## src/rtl/pipe_ctrl.sv

```systemverilog
// pipe_ctrl: STAGES-deep pipeline register chain carrying {valid, pc, inst,
// rd_en, rd} per stage, with external stall, flush of the younger stages,
// RAW interlock with bubble insertion, and a retired-instruction counter.
//
// Ports
//   clk, rst            clock, synchronous active-low reset
//   f_valid/f_pc/f_inst fetch input; f_ready says it is consumed this cycle
//   d_rs1_en/d_rs1      stage-1 source operand 1 (same for rs2)
//   d_rd_en/d_rd        stage-1 destination, captured on entry to stage 2
//   stall_ext           freezes the whole pipe
//   flush               kills stages 1..FLUSH_UPTO and the incoming fetch
//   vld/pc_bus/inst_bus per-stage state, stage k at index/slice k-1
//   hazard              RAW interlock active this cycle
//   wb_fire             last stage commits this cycle
//   retired             committed-instruction count (wraps)

module pipe_ctrl #(
    parameter int STAGES     = 4,
    parameter int ADDR_W     = 64,
    parameter int INST_W     = 32,
    parameter int REG_AW     = 5,
    parameter int FLUSH_UPTO = 2
) (
    input  logic                     clk,
    input  logic                     rst,
    input  logic                     f_valid,
    input  logic [ADDR_W-1:0]        f_pc,
    input  logic [INST_W-1:0]        f_inst,
    output logic                     f_ready,
    input  logic                     d_rs1_en,
    input  logic                     d_rs2_en,
    input  logic [REG_AW-1:0]        d_rs1,
    input  logic [REG_AW-1:0]        d_rs2,
    input  logic                     d_rd_en,
    input  logic [REG_AW-1:0]        d_rd,
    input  logic                     stall_ext,
    input  logic                     flush,
    output logic [STAGES-1:0]        vld,
    output logic [STAGES*ADDR_W-1:0] pc_bus,
    output logic [STAGES*INST_W-1:0] inst_bus,
    output logic                     hazard,
    output logic                     wb_fire,
    output logic [63:0]              retired
);

    // Index i holds stage i+1. Element 0 of the rd arrays is never loaded
    // with real data: the decode-side rd is only latched on entry to stage 2.
    logic              r_vld   [STAGES];
    logic [ADDR_W-1:0] r_pc    [STAGES];
    logic [INST_W-1:0] r_inst  [STAGES];
    logic              r_rd_en [STAGES];
    logic [REG_AW-1:0] r_rd    [STAGES];
    logic [63:0]       r_retired;

    // Value each stage would take on an advancing edge.
    logic              w_in_vld   [STAGES];
    logic [ADDR_W-1:0] w_in_pc    [STAGES];
    logic [INST_W-1:0] w_in_inst  [STAGES];
    logic              w_in_rd_en [STAGES];
    logic [REG_AW-1:0] w_in_rd    [STAGES];

    logic              w_rs1_hit;
    logic              w_rs2_hit;
    logic              w_hazard;
    logic              w_bubble;
    logic [STAGES-1:0] w_take;

    always_comb begin
        w_in_vld[0]   = f_valid;
        w_in_pc[0]    = f_pc;
        w_in_inst[0]  = f_inst;
        w_in_rd_en[0] = 1'b0;
        w_in_rd[0]    = '0;
        for (int i = 1; i < STAGES; i++) begin
            w_in_vld[i]  = r_vld[i-1];
            w_in_pc[i]   = r_pc[i-1];
            w_in_inst[i] = r_inst[i-1];
            if (i == 1) begin
                w_in_rd_en[i] = d_rd_en;
                w_in_rd[i]    = d_rd;
            end else begin
                w_in_rd_en[i] = r_rd_en[i-1];
                w_in_rd[i]    = r_rd[i-1];
            end
        end
    end

    // No write-to-read bypass in the regfile, so the last stage also blocks.
    always_comb begin
        w_rs1_hit = 1'b0;
        w_rs2_hit = 1'b0;
        for (int j = 1; j < STAGES; j++) begin
            if (r_vld[j] && r_rd_en[j]) begin
                if (d_rs1_en && (d_rs1 != '0) && (r_rd[j] == d_rs1))
                    w_rs1_hit = 1'b1;
                if (d_rs2_en && (d_rs2 != '0) && (r_rd[j] == d_rs2))
                    w_rs2_hit = 1'b1;
            end
        end
    end

    assign w_hazard = rst & r_vld[0] & ~flush & (w_rs1_hit | w_rs2_hit);
    assign w_bubble = ~flush & ~stall_ext & w_hazard;

    // Under flush only the surviving stages may move; under hazard stage 1
    // and fetch hold while stage 2 gets a bubble.
    always_comb begin
        w_take = '0;
        for (int i = 0; i < STAGES; i++) begin
            if (flush)
                w_take[i] = (i >= FLUSH_UPTO) && !stall_ext;
            else
                w_take[i] = !stall_ext && ((i >= 2) || !w_hazard);
        end
    end

    always_ff @(posedge clk) begin
        if (!rst) begin
            for (int i = 0; i < STAGES; i++) begin
                r_vld[i]   <= 1'b0;
                r_pc[i]    <= '0;
                r_inst[i]  <= '0;
                r_rd_en[i] <= 1'b0;
                r_rd[i]    <= '0;
            end
            r_retired <= '0;
        end else begin
            for (int i = 0; i < STAGES; i++) begin
                if (flush && (i < FLUSH_UPTO)) begin
                    r_vld[i] <= 1'b0;
                end else if (w_take[i]) begin
                    r_vld[i]   <= w_in_vld[i];
                    r_pc[i]    <= w_in_pc[i];
                    r_inst[i]  <= w_in_inst[i];
                    r_rd_en[i] <= w_in_rd_en[i];
                    r_rd[i]    <= w_in_rd[i];
                end else if ((i == 1) && w_bubble) begin
                    r_vld[i] <= 1'b0;
                end
            end
            if (wb_fire)
                r_retired <= r_retired + 64'd1;
        end
    end

    assign hazard  = w_hazard;
    assign f_ready = rst & ~stall_ext & (flush | ~w_hazard);
    assign wb_fire = rst & r_vld[STAGES-1] & ~stall_ext;
    assign retired = r_retired;

    always_comb begin
        vld      = '0;
        pc_bus   = '0;
        inst_bus = '0;
        for (int i = 0; i < STAGES; i++) begin
            vld[i]                      = r_vld[i];
            pc_bus[i*ADDR_W +: ADDR_W]  = r_pc[i];
            inst_bus[i*INST_W +: INST_W] = r_inst[i];
        end
    end

endmodule

```

## config.mk

```make
export PLATFORM = sky130hd
export DESIGN_NAME = pipe_ctrl
export DESIGN_NICKNAME = d
export VERILOG_FILES = /design/src/rtl/pipe_ctrl.sv
export SDC_FILE = /design/constraint.sdc
export NUM_CORES = 1
export LEC_CHECK = 0
export CAP_MARGIN = 25
export CORE_AREA = 10 10 283 285
export DETAILED_ROUTE_END_ITERATION = 10
export DIE_AREA = 0 0 293 295
export GPL_ROUTABILITY_DRIVEN = 0
export GPL_TIMING_DRIVEN = 0
export PLACE_DENSITY = 0.47
export SLEW_MARGIN = 20
export SYNTH_ARGS = -nofsm -noshare
export SYNTH_HDL_FRONTEND = slang
export SYNTH_SLANG_ARGS = --single-unit
export TNS_END_PERCENT = 50
```

## constraint.sdc

```tcl
create_clock -name clk -period 24.1 [get_ports clk]
set_input_delay 2.41 -clock clk [delete_from_list [all_inputs] [get_ports clk]]
set_output_delay 2.41 -clock clk [all_outputs]
set_load 0.1 [all_outputs]
```

# Word-level counts from Yosys, hierarchy flattened
# Memory sizes are Yosys's and may differ from the RTL's.
# Cells that the tools add are included.
[classes]
add_sub_neg = 1
n_eq_ne = 6
n_mux = 52
bitwise = 37
n_reduce_logical = 16
[ops]
columns = ["op", "count"]
rows = [
  ["2-to-1 mux 64 bit", 4],
  ["2-to-1 mux 32 bit", 4],
  ["adder 64 x 1 -> 64 bit, second input constant", 1],
  ["2-to-1 mux 1 bit", 40],
  ["== test 5 bit", 6],
  ["bitwise OR 1 bit", 25],
  ["2-to-1 mux 5 bit", 4],
  ["logical AND 1 bit", 12],
  ["nonzero test 5 bit", 2],
  ["AND 1 bit", 9],
  ["inverter 1 bit", 3],
  ["zero test 1 bit", 2],
]
[totals]
reg_bits = 64
ram_bits = 412
inputBits = 119
wordCells = 118
mem_count = 5
[mem_list]
columns = ["memory", "words", "word_bits", "rd", "rd_clocked_by_memory_dff", "wr", "line", "rtl"]
rows = [
  ["r_pc", 4, 64, 4, 0, 4, "49", "logic [ADDR_W-1:0] r_pc [STAGES];"],
  ["r_inst", 4, 32, 4, 0, 4, "50", "logic [INST_W-1:0] r_inst [STAGES];"],
  ["r_rd", 4, 5, 3, 0, 4, "52", "logic [REG_AW-1:0] r_rd [STAGES];"],
  ["r_rd_en", 4, 1, 3, 0, 4, "51", "logic r_rd_en [STAGES];"],
  ["r_vld", 4, 1, 4, 0, 4, "48", "logic r_vld [STAGES];"],
]

# Depth between registers and ports, before layout
# Gate-level depths: netlist of run 1.
[depth]
word_depth = 20
depth_mapped = 9
mapped_depth_nobuf = 7

# Worst setup path after synthesis of run 1
# OpenSTA, ideal clock, no wires.
[synth_timing]
kind = "input to register"
from = "input d_rs2[1]"
to = "memory r_inst[0][0] (enable)"
arrival_time_ps = 18280
path_slack_ps = 4771
stages = 5
cell_sequence = "or4_1 -> o2111ai_1 -> a21oi_1 -> a21o_1 -> o31ai_1"
[synth_rtl]
columns = ["element", "line", "rtl"]
rows = [
  ["start: declaration", "33", "input logic [REG_AW-1:0] d_rs2,"],
  ["end: declaration", "50", ""],
]

# Worst setup path in the final report of run 1
[layout_timing]
from = "input d_rs2[1]"
to = "output f_ready"
[layout_via]
elab_chain_len = 14
elab_cells_between_ends = 19
cone_classes = "eq/ne (3); mux (6); bitwise (5); reduce/logical (5)"
[layout_lines]
columns = ["element", "line", "rtl"]
rows = [
  ["nonzero test 5 bit", "96", "if (d_rs2_en && (d_rs2 != '0) && (r_rd[j] == d_rs2))"],
  ["logical AND 1 bit (2 in a row)", "96", ""],
  ["2-to-1 mux 1 bit", "96", ""],
  ["2-to-1 mux 1 bit", "93", "if (r_vld[j] && r_rd_en[j]) begin"],
  ["2-to-1 mux 1 bit", "96", ""],
  ["2-to-1 mux 1 bit", "93", ""],
  ["2-to-1 mux 1 bit", "96", ""],
  ["2-to-1 mux 1 bit *", "93", ""],
  ["bitwise OR 1 bit *", "102", "assign w_hazard = rst & r_vld[0] & ~flush & (w_rs1_hit | w_rs2_hit);"],
  ["AND 1 bit *", "102", ""],
  ["inverter 1 bit *", "147", "assign f_ready = rst & ~stall_ext & (flush | ~w_hazard);"],
  ["bitwise OR 1 bit *", "147", ""],
  ["AND 1 bit *", "147", ""],
  ["end: declaration", "29", "output logic f_ready,"],
]
# Every way passes the cells marked *; elsewhere a longest branch is shown, timed or not.

==> metrics.cfg, run 1 <==
[status]
outcome = finished clean

[timing]
holdWs_ps = 535
clock_skew_ps = 26.0
fin_crit_ps = 7940
timing.final.crit_share_pct = 32.9
setup_slack_ps = 16160
tns_ps = 0
hold_viol_final = 0
worst_pin_slew_ps = 1120
relSlewSlack_pct = 25.4
finalSetupViolCount = 0
fmax_mhz = 126
rsz0062_at_grt = no
final-max-slew-violation-count = 0

[floorplan]
die_y_um = 295
start_util_pct = 24.8
pin_count = 574
row_count = 100
die_w_um = 293
die-area_sq_um = 86400
fp.coreArea_sq_um = 74200

[routing]
viasPerCell = 4.08
drt-total-wl_um = 66400
dr.pass1.iters = 5
first_iter_violations = 589
wl_per_cell_um = 22.7
drc_errors = 0
met1_length_um = 24900
route.met2.wl_um = 34800
vias = 12000
postRouteAntennaNets = 0
top_layer_used = met5
wl_met3_um = 5060

[clock_network]
cts.repair.resized = 0
cts_max_level = 2
ctsRootBufferMaster = clkbuf_16
cts_hold_buf = 0
clkSlewWorstSetupHoldPaths_ps = 60
postCtsSetupRepairBufs = 0
numCtsBuffers = 55
clock_path_buffers = 3
cts_tree = built
clk_latency_ps = 610
numClockSinks = 470

[grt]
grtUsageTotal_pct = 14.8
grt_pass1_vias = 12500
antenna_found_initial = 8
grt_max_degree = 54
globalRouteOverflowTotal = 0
grt_pass1_wl_um = 93400

[critical_path]
reg2reg_slack_ps = 20690
crit_required_ps = 21690
crit_fanout = 5
worst_setup_path_start_kind = primary input
path_class = primary input to primary output
end_kind = primary output
crit_arrival_ps = 5530

[finish]
layout_commonest_cell = clkdlybuf4s50_1
finish.net_count = 2032
layout_common_cells = clkdlybuf4s50_1, and2_1, edfxtp_1, dfxtp_1, xnor2_1
finalInstanceArea_sq_um = 27700
drive_gt1_share_pct = 7.31
fin_util_pct = 37.4
synthToLayoutAreaGrowth_pct = 50.5
instances_no_fill = 2930

[yosys]
synth_area_per_cell_sq_um = 14.7
syn_inst = 1250
synth_edf_count = 403
synth_cell_types = 39
synth_seq_cells = 470
yosysWarnings = 0
synth_seq_area_share_pct = 73.0
syn-num-nets = 1370
async_flop_share_pct = 0
synthFlopType = edfxtp_1
synth_area_sq_um = 18400

[place]
preCtsSetupSlack_ps = 16160
dp_hpwl_um = 52400
io_buffers = 572
placed_cells_incl_taps = 2824
place_area_sq_um = 26000

[hold_path]
min_path_type = flip-flop to flip-flop

[power_and_ir_drop]
p_leak_nw = 10.2
power_density_nw_per_um2 = 81.1
peakVddDrop_v = 0.0000501
p_total_mw = 2.25

[flow_run]
maxCapViolCount = 0

-- routing by layer --
layer / vias to the layer above / GRT usage [%]
met5: - / 0
met4: 6 / 4.28
met3: 86 / 4.95
met2: 357 / 26.8
met1: 5815 / 16.2
li1: 5696 / -
-- state kept, by name (all words and copies together), names as in the netlist --
register	flops
r_rd	15
r_inst	128
retired	64
r_rd_en	3
r_pc	256
r_vld	4
-- final timing paths --
| path | from | endpoint | depth (start not counted) |
|---|---|---|---|
| worst max register to register | r_rd[0][8] | r_pc[1][61] | 12 |
| worst min register to register | retired[1] | retired[1] | 2 |
| worst max-delay path | d_rs2[1] | f_ready | 7 |
| worst min-delay path | retired[1] | retired[1] | 2 |
-- cell families (layout without fill, tap and decap cells) --
kind of cell | after synthesis | count (layout) | synth area share [%]
muxes | 2 | 2 | 0.115
buffers and inverters | 65 | 770 | 1.60
adders and majority gates | 1 | 1 | 0.0679
DFF | 470 | 470 | 73.0
AOI/OAI and AO/OA | 16 | 16 | 0.686
xor gates and xnor gates | 90 | 90 | 4.28
and+or+nand+nor | 606 | 606 | 20.3
other | 0 | 6 | 0
-- synth_stat cells (4+ instances only) --
library cell	instances	area share (%)
nor4_1	5	0.17
nor2b_1	9	0.31
or3_1	4	0.14
xnor2_1	66	3.1
buf_2	4	0.11
nor3_1	4	0.11
nand3_1	24	0.65
xor2_1	24	1.1
dfxtp_1	67	7.3
and4_1	8	0.38
edfxtp_1	403	66
clkbuf_1	40	0.81
and2_1	465	16
nor2_1	8	0.16
o21ai_0	5	0.14
and3_1	11	0.37
clkbuf_2	10	0.27
buf_4	7	0.29
nand2_1	20	0.41
nand4_1	40	1.4
-- final cells by class --
type | count | area (sq um)
Fill cell | 7162 | 46500
Sequential cell | 470 | 13400
Timing Repair Buffer | 605 | 6350
Multi-Input combinational cell | 715 | 4710
Clock buffer | 75 | 1550
Tap cell | 969 | 1210
Buffer | 62 | 285
Clock inverter | 25 | 163
Antenna cell | 6 | 15.0
Inverter | 3 | 11.3
-- critical path, stage by stage --
cell	delay (ps)
clkdlybuf4s50_1	540
or4_1	580
o2111ai_1	230
a21oi_1	120
a21o_1	280
nor2_1	180
clkdlybuf4s50_1	1170
-- report_power, final --
part	internal, mW	switching, mW	leakage [nW]
clock network	0.458	0.337	0.845
logic	0.110	0.388	4.45
registers	0.932	0.0228	4.89
Power figures use the tool's default switching activity.
==> run 2: changes to the inputs <==
clock period = 7.4 ns   (was 24.1 ns; I/O delays follow)
==> metrics.cfg, run 2 (same netlist as run 1, synthesis figures left out) <==
[status]
outcome = finished clean

[timing]
fmax_mhz = 210
rsz0062_at_grt = no
final-max-slew-violation-count = 0  ; unchanged
fin_crit_ps = 4760
worst_pin_slew_ps = 1140  ; +23.0 ps
holdWs_ps = 513  ; -21.9 ps
clock_skew_ps = 24.0  ; -1.91 ps
timing.final.crit_share_pct = 64.4
relSlewSlack_pct = 23.9  ; -1.5 points
hold_viol_final = 0  ; unchanged
finalSetupViolCount = 0  ; unchanged
tns_ps = 0  ; unchanged

[grt]
use_met3_pct = 4.97  ; +0.015 points
grt_pass1_vias = 12800  ; +2.1%
globalRouteOverflowTotal = 0  ; unchanged
gr-usage-met1_pct = 16.2  ; +0.083 points
grt_busiest_layer = met2
grtUsageTotal_pct = 14.9  ; +0.096 points
antenna_found_initial = 6  ; -2
grt_max_degree = 51  ; -5.6%
grt_use_met2_pct = 26.8  ; -0.086 points
grt_pass1_wl_um = 93600  ; +0.23%

[critical_path]
ff2ff_path_depth = 10  ; -2
rr_endpoint = r_pc[1][38]
worstSetupEndpoint = f_ready
startpoint = d_rs2[1]
reg2reg_slack_ps = 4440  ; -16250 ps
crit_required_ps = 6660  ; -15030 ps
crit_fanout = 5  ; unchanged
end_kind = primary output
path_class = primary input to primary output
crit_arrival_ps = 4020  ; -1510 ps
rr_startpoint = r_rd[0][12]
worst_setup_path_start_kind = primary input

[finish]
finish.net_count = 2028  ; -0.20%
instances_no_fill = 2926  ; -0.14%
layout_common_cells = clkdlybuf4s50_1, and2_1, edfxtp_1, dfxtp_1, xnor2_1
num-fill-cells = 7155  ; -0.098%
regMostFlops = r_pc
layout_commonest_cell = clkdlybuf4s50_1
multi_input_area_sq_um = 4720  ; +0.16%
seq_area_sq_um = 13400  ; unchanged
drive_gt1_share_pct = 6.82  ; -0.49 points
largest_reg_flops = 256  ; unchanged
synthToLayoutAreaGrowth_pct = 50.4  ; about the same
fin_util_pct = 37.4  ; about the same

[hold_path]
min_path_type = flip-flop to flip-flop
hold_depth = 2  ; unchanged

[clock_network]
cts.repair.resized = 0  ; unchanged
cts_max_level = 2  ; unchanged
ctsRootBufferMaster = clkbuf_16
numClockSinks = 470  ; unchanged
clkSlewWorstSetupHoldPaths_ps = 60  ; about the same
cts_hold_buf = 0  ; unchanged
clk_latency_ps = 600  ; about the same
cts_tree = built
clock_path_buffers = 3  ; unchanged
postCtsSetupRepairBufs = 0  ; unchanged
numCtsBuffers = 53  ; -3.6%

[routing]
viasPerCell = 4.09  ; +0.27%
drc_errors = 0  ; unchanged
vias = 12000  ; +0.13%
wl_per_cell_um = 22.7  ; +0.21%
first_iter_violations = 506  ; -14%
dr.pass1.iters = 7  ; +2
drt-total-wl_um = 66400  ; about the same
postRouteAntennaNets = 0  ; unchanged

[place]
dp_hpwl_um = 52700  ; +0.56%
io_buffers = 572  ; unchanged
placed_cells_incl_taps = 2821  ; -0.11%

[floorplan]
die_y_um = 295  ; unchanged
die_w_um = 293  ; unchanged
pin_count = 574  ; unchanged
row_count = 100  ; unchanged
fp.coreArea_sq_um = 74200  ; unchanged
die-area_sq_um = 86400  ; unchanged
start_util_pct = 24.8  ; unchanged

[power_and_ir_drop]
p_leak_nw = 10.1  ; -0.42%
power_density_nw_per_um2 = 266  ; +230%
peakVddDrop_v = 0.000152  ; +200%

[flow_run]
maxCapViolCount = 0  ; unchanged

## run 2: worst min-delay path by stage
stage	startpoint	slack [ps]	to
floorplan	r_vld[0]	500	r_vld[1]
global placement	retired[1]	490	retired[1]
detailed placement	retired[1]	510	retired[1]
CTS	retired[1]	520	retired[1]
global route	retired[1]	530	retired[1]
finish	retired[1]	510	retired[1]
## run 2: metrics by stage
| stage | setup slack [ps] | power [mW] | area, sq um |
|---|---|---|---|
| final | 2640 | 7.36 | 27700 |
| after floorplan | 84.6 | 4.31 | 18400 |
| after CTS | 2630 | 7.48 | 27700 |
| after global routing | 2550 | 7.62 | 27700 |
| after detailed placement | 2640 | 4.80 | 26000 |
| after global placement | -3290 | 4.80 | 25400 |
## run 2: routing by layer
metal,routed length (um),vias to the layer above
met4,2060,2
met5,13,-
met1,25000,5818
met3,4810,88
li1,-,5693
met2,34600,375
## run 2: cell type report
cell class | instances | share of cell area (%)
sequential | 470 | 48.5
timing repair buffer | 603 | 22.8
multi-input combinational | 715 | 17.0
clock buffer | 70 | 5.09
tap | 969 | 4.37
clock inverter | 26 | 1.09
buffer | 62 | 1.03
antenna | 8 | 0.0722
inverter | 3 | 0.0406
## run 2: report_power, final
| group | internal (mW) | leakage [nW] | switching [mW] |
|---|---|---|---|
| combinational | 0.354 | 4.43 | 1.26 |
| sequential | 3.03 | 4.89 | 0.0763 |
| clock | 1.55 | 0.824 | 1.08 |
## run 2: critical path: stages
cell and delay, ps:
clkdlybuf4s50_1 570, or4_1 600, o2111ai_1 340, a21oi_1 160, a21o_4 250, nor2_1 190, clkdlybuf4s50_1 1180
==> run 3: changes to the inputs <==
PLACE_DENSITY = 0.49   (was 0.47)
clock period = 3.9 ns   (was 7.4 ns; I/O delays follow)
==> metrics.cfg, run 3 (same netlist as run 1, synthesis figures left out) <==
[power_and_ir_drop]
p_total_mw = 13.9  ; +89%
switching_power_mw = 4.66  ; +92%
peakVddDrop_v = 0.000324  ; +110%
clkPwrFrac_pct = 35.6  ; -0.2 points
seq_power_share_pct = 42.4  ; about the same
p_comb_share_pct = 22.0  ; about the same
p_int_mw = 9.26  ; +87%
switching_share_pct = 33.5  ; +0.56 points
power_density_nw_per_um2 = 503  ; +89%
p_leak_nw = 10.2  ; +0.20%

[flow_run]
maxCapViolCount = 0  ; unchanged

[clock_network]
ctsRootBufferMaster = clkbuf_16
numClockSinks = 470  ; unchanged
cts_hold_buf = 0  ; unchanged
clock_path_buffers = 3  ; unchanged
cts_tree = built
clkSlewWorstSetupHoldPaths_ps = 60  ; about the same
cts_max_level = 2  ; unchanged
postCtsSetupRepairBufs = 0  ; unchanged
numCtsBuffers = 56  ; +5.7%
cts.repair.resized = 0  ; unchanged
clk_latency_ps = 600  ; about the same

[grt]
grt_pass1_wl_um = 92300  ; -1.5%
globalRouteOverflowTotal = 0  ; unchanged
grt_max_degree = 56  ; +9.8%
grtUsageTotal_pct = 14.6  ; -0.31 points
grt_pass1_vias = 12600  ; -1.5%
antenna_found_initial = 7  ; +1

[critical_path]
reg2reg_slack_ps = 820  ; -3620 ps
path_delay_family = buffers and inverters
worst_setup_path_start_kind = primary input
slowest_stage = clkdlybuf4s50_1
end_kind = primary output
crit_arrival_ps = 3320  ; -700 ps
worstPathCellList = clkdlybuf4s50_1 -> or4_4 -> o2111ai_2 -> a21oi_2 -> a21o_4 -> nor2_1 -> clkdlybuf4s50_1
path_buf_inv = 2  ; unchanged
cpMostUsedCell = clkdlybuf4s50_1
crit_required_ps = 3510  ; -3150 ps
path_class = primary input to primary output
critical-path-max-stage-delay_ps = 1150  ; -30 ps
crit_fanout = 5  ; unchanged

[routing]
postRouteAntennaNets = 0  ; unchanged
vias = 11900  ; -0.24%
viasPerCell = 4.08  ; -0.31%
dr.pass1.iters = 4  ; -3
drc_errors = 0  ; unchanged
wl_per_cell_um = 22.3  ; -1.7%
first_iter_violations = 564  ; +11%
drt-total-wl_um = 65400  ; -1.6%

[floorplan]
die_y_um = 295  ; unchanged
row_count = 100  ; unchanged
die_w_um = 293  ; unchanged
die-area_sq_um = 86400  ; unchanged
start_util_pct = 24.8  ; unchanged
pin_count = 574  ; unchanged
fp.coreArea_sq_um = 74200  ; unchanged

[timing]
rsz0062_at_grt = no
hold_viol_final = 0  ; unchanged
final-max-slew-violation-count = 0  ; unchanged
fin_crit_ps = 3710
clock_skew_ps = 24.2  ; +0.165 ps
setup_slack_ps = 190  ; -2450 ps
relSlewSlack_pct = 24.4  ; +0.53 points
tns_ps = 0  ; unchanged
finalSetupViolCount = 0  ; unchanged
holdWs_ps = 367  ; -146 ps
worst_pin_slew_ps = 1130  ; -7.89 ps
fmax_mhz = 270
timing.final.crit_share_pct = 95.1

[place]
io_buffers = 572  ; unchanged
dp_hpwl_um = 51400  ; -2.3%
preCtsSetupSlack_ps = -30.1  ; -2670 ps

[status]
outcome = finished clean

[finish]
layout_commonest_cell = clkdlybuf4s50_1
drive_gt1_share_pct = 7.47  ; +0.64 points
largest_reg_flops = 256  ; unchanged
regMostFlops = r_pc
layout_common_cells = clkdlybuf4s50_1, and2_1, edfxtp_1, dfxtp_1, xnor2_1
finish.net_count = 2031  ; +0.15%
synthToLayoutAreaGrowth_pct = 50.3  ; about the same

[hold_path]
min_path_type = primary input to flip-flop

[run 3: cell count changes in the layout (fill, tap and decap cells not counted), sizes merged]
cell / change
inv: +1
clkinvlp: -2
buf: -1
diode: -4
clkinv: +14
bufinv: -3
clkdlybuf4s50: +1
clkbuf: -4
[run 3: per-stage QoR]
stage          area (sq um)  util [%]  cells
2_1_floorplan         18500         -   1250
3_3_place_gp          25400      34.2   2791
3_5_place_dp          26000      35.0   2821
4_1_cts               27700      37.3   2923
5_1_grt               27700      37.3   2927
6_report              27700      37.3   2928
[run 3: path summary, 6_finish.rpt]
| path | start | endpoint | cells after the start |
|---|---|---|---|
| setup / recovery | d_rs2[1] | f_ready | 7 |
| hold / removal | stall_ext | r_vld[1] | 3 |
| setup reg to reg | r_rd[0][13] | r_pc[0][55] | 11 |
| hold reg to reg | retired[1] | retired[1] | 2 |
[run 3: worst register-to-register path, cell delays in order (launching register included)]
cell and delay, ps:
edfxtp_1 430, xor2_1 190, nor4_1 90, nand4_1 130, nand3_1 170, a21o_4 280, o31ai_4 450, buf_6 230
buf_6 210, buf_8 190, buf_6 200, buf_6 220
[run 3: metal layers]
layer  share of wire, %  GRT usage (%)  up-vias
li1                   -              -     5697
met1                 38           15.9     5779
met2                 52           26.0      370
met3                7.5           5.11       95
met4                2.9           4.84        6
met5              0.055              0        -
[run 3: area by class of cell]
type	count	area, sq um
inverter	3	11.3
antenna	4	10.0
buffer	62	285
sequential	470	13400
multi-input combinational	715	4730
tap	969	1210
clock buffer	66	1440
timing repair buffer	603	6290
clock inverter	36	270
fill	7163	46500
[run 3: power by group through the flow]
stage | combinational, mW | clock, mW | sequential [mW]
after detailed placement | 3.09 | 0 | 6.01
after global routing | 3.14 | 5.31 | 5.94
after global placement | 3.02 | 0 | 6.07
after floorplan | 0.233 | 0 | 7.94
final | 3.07 | 4.95 | 5.90
after CTS | 3.10 | 5.10 | 5.91
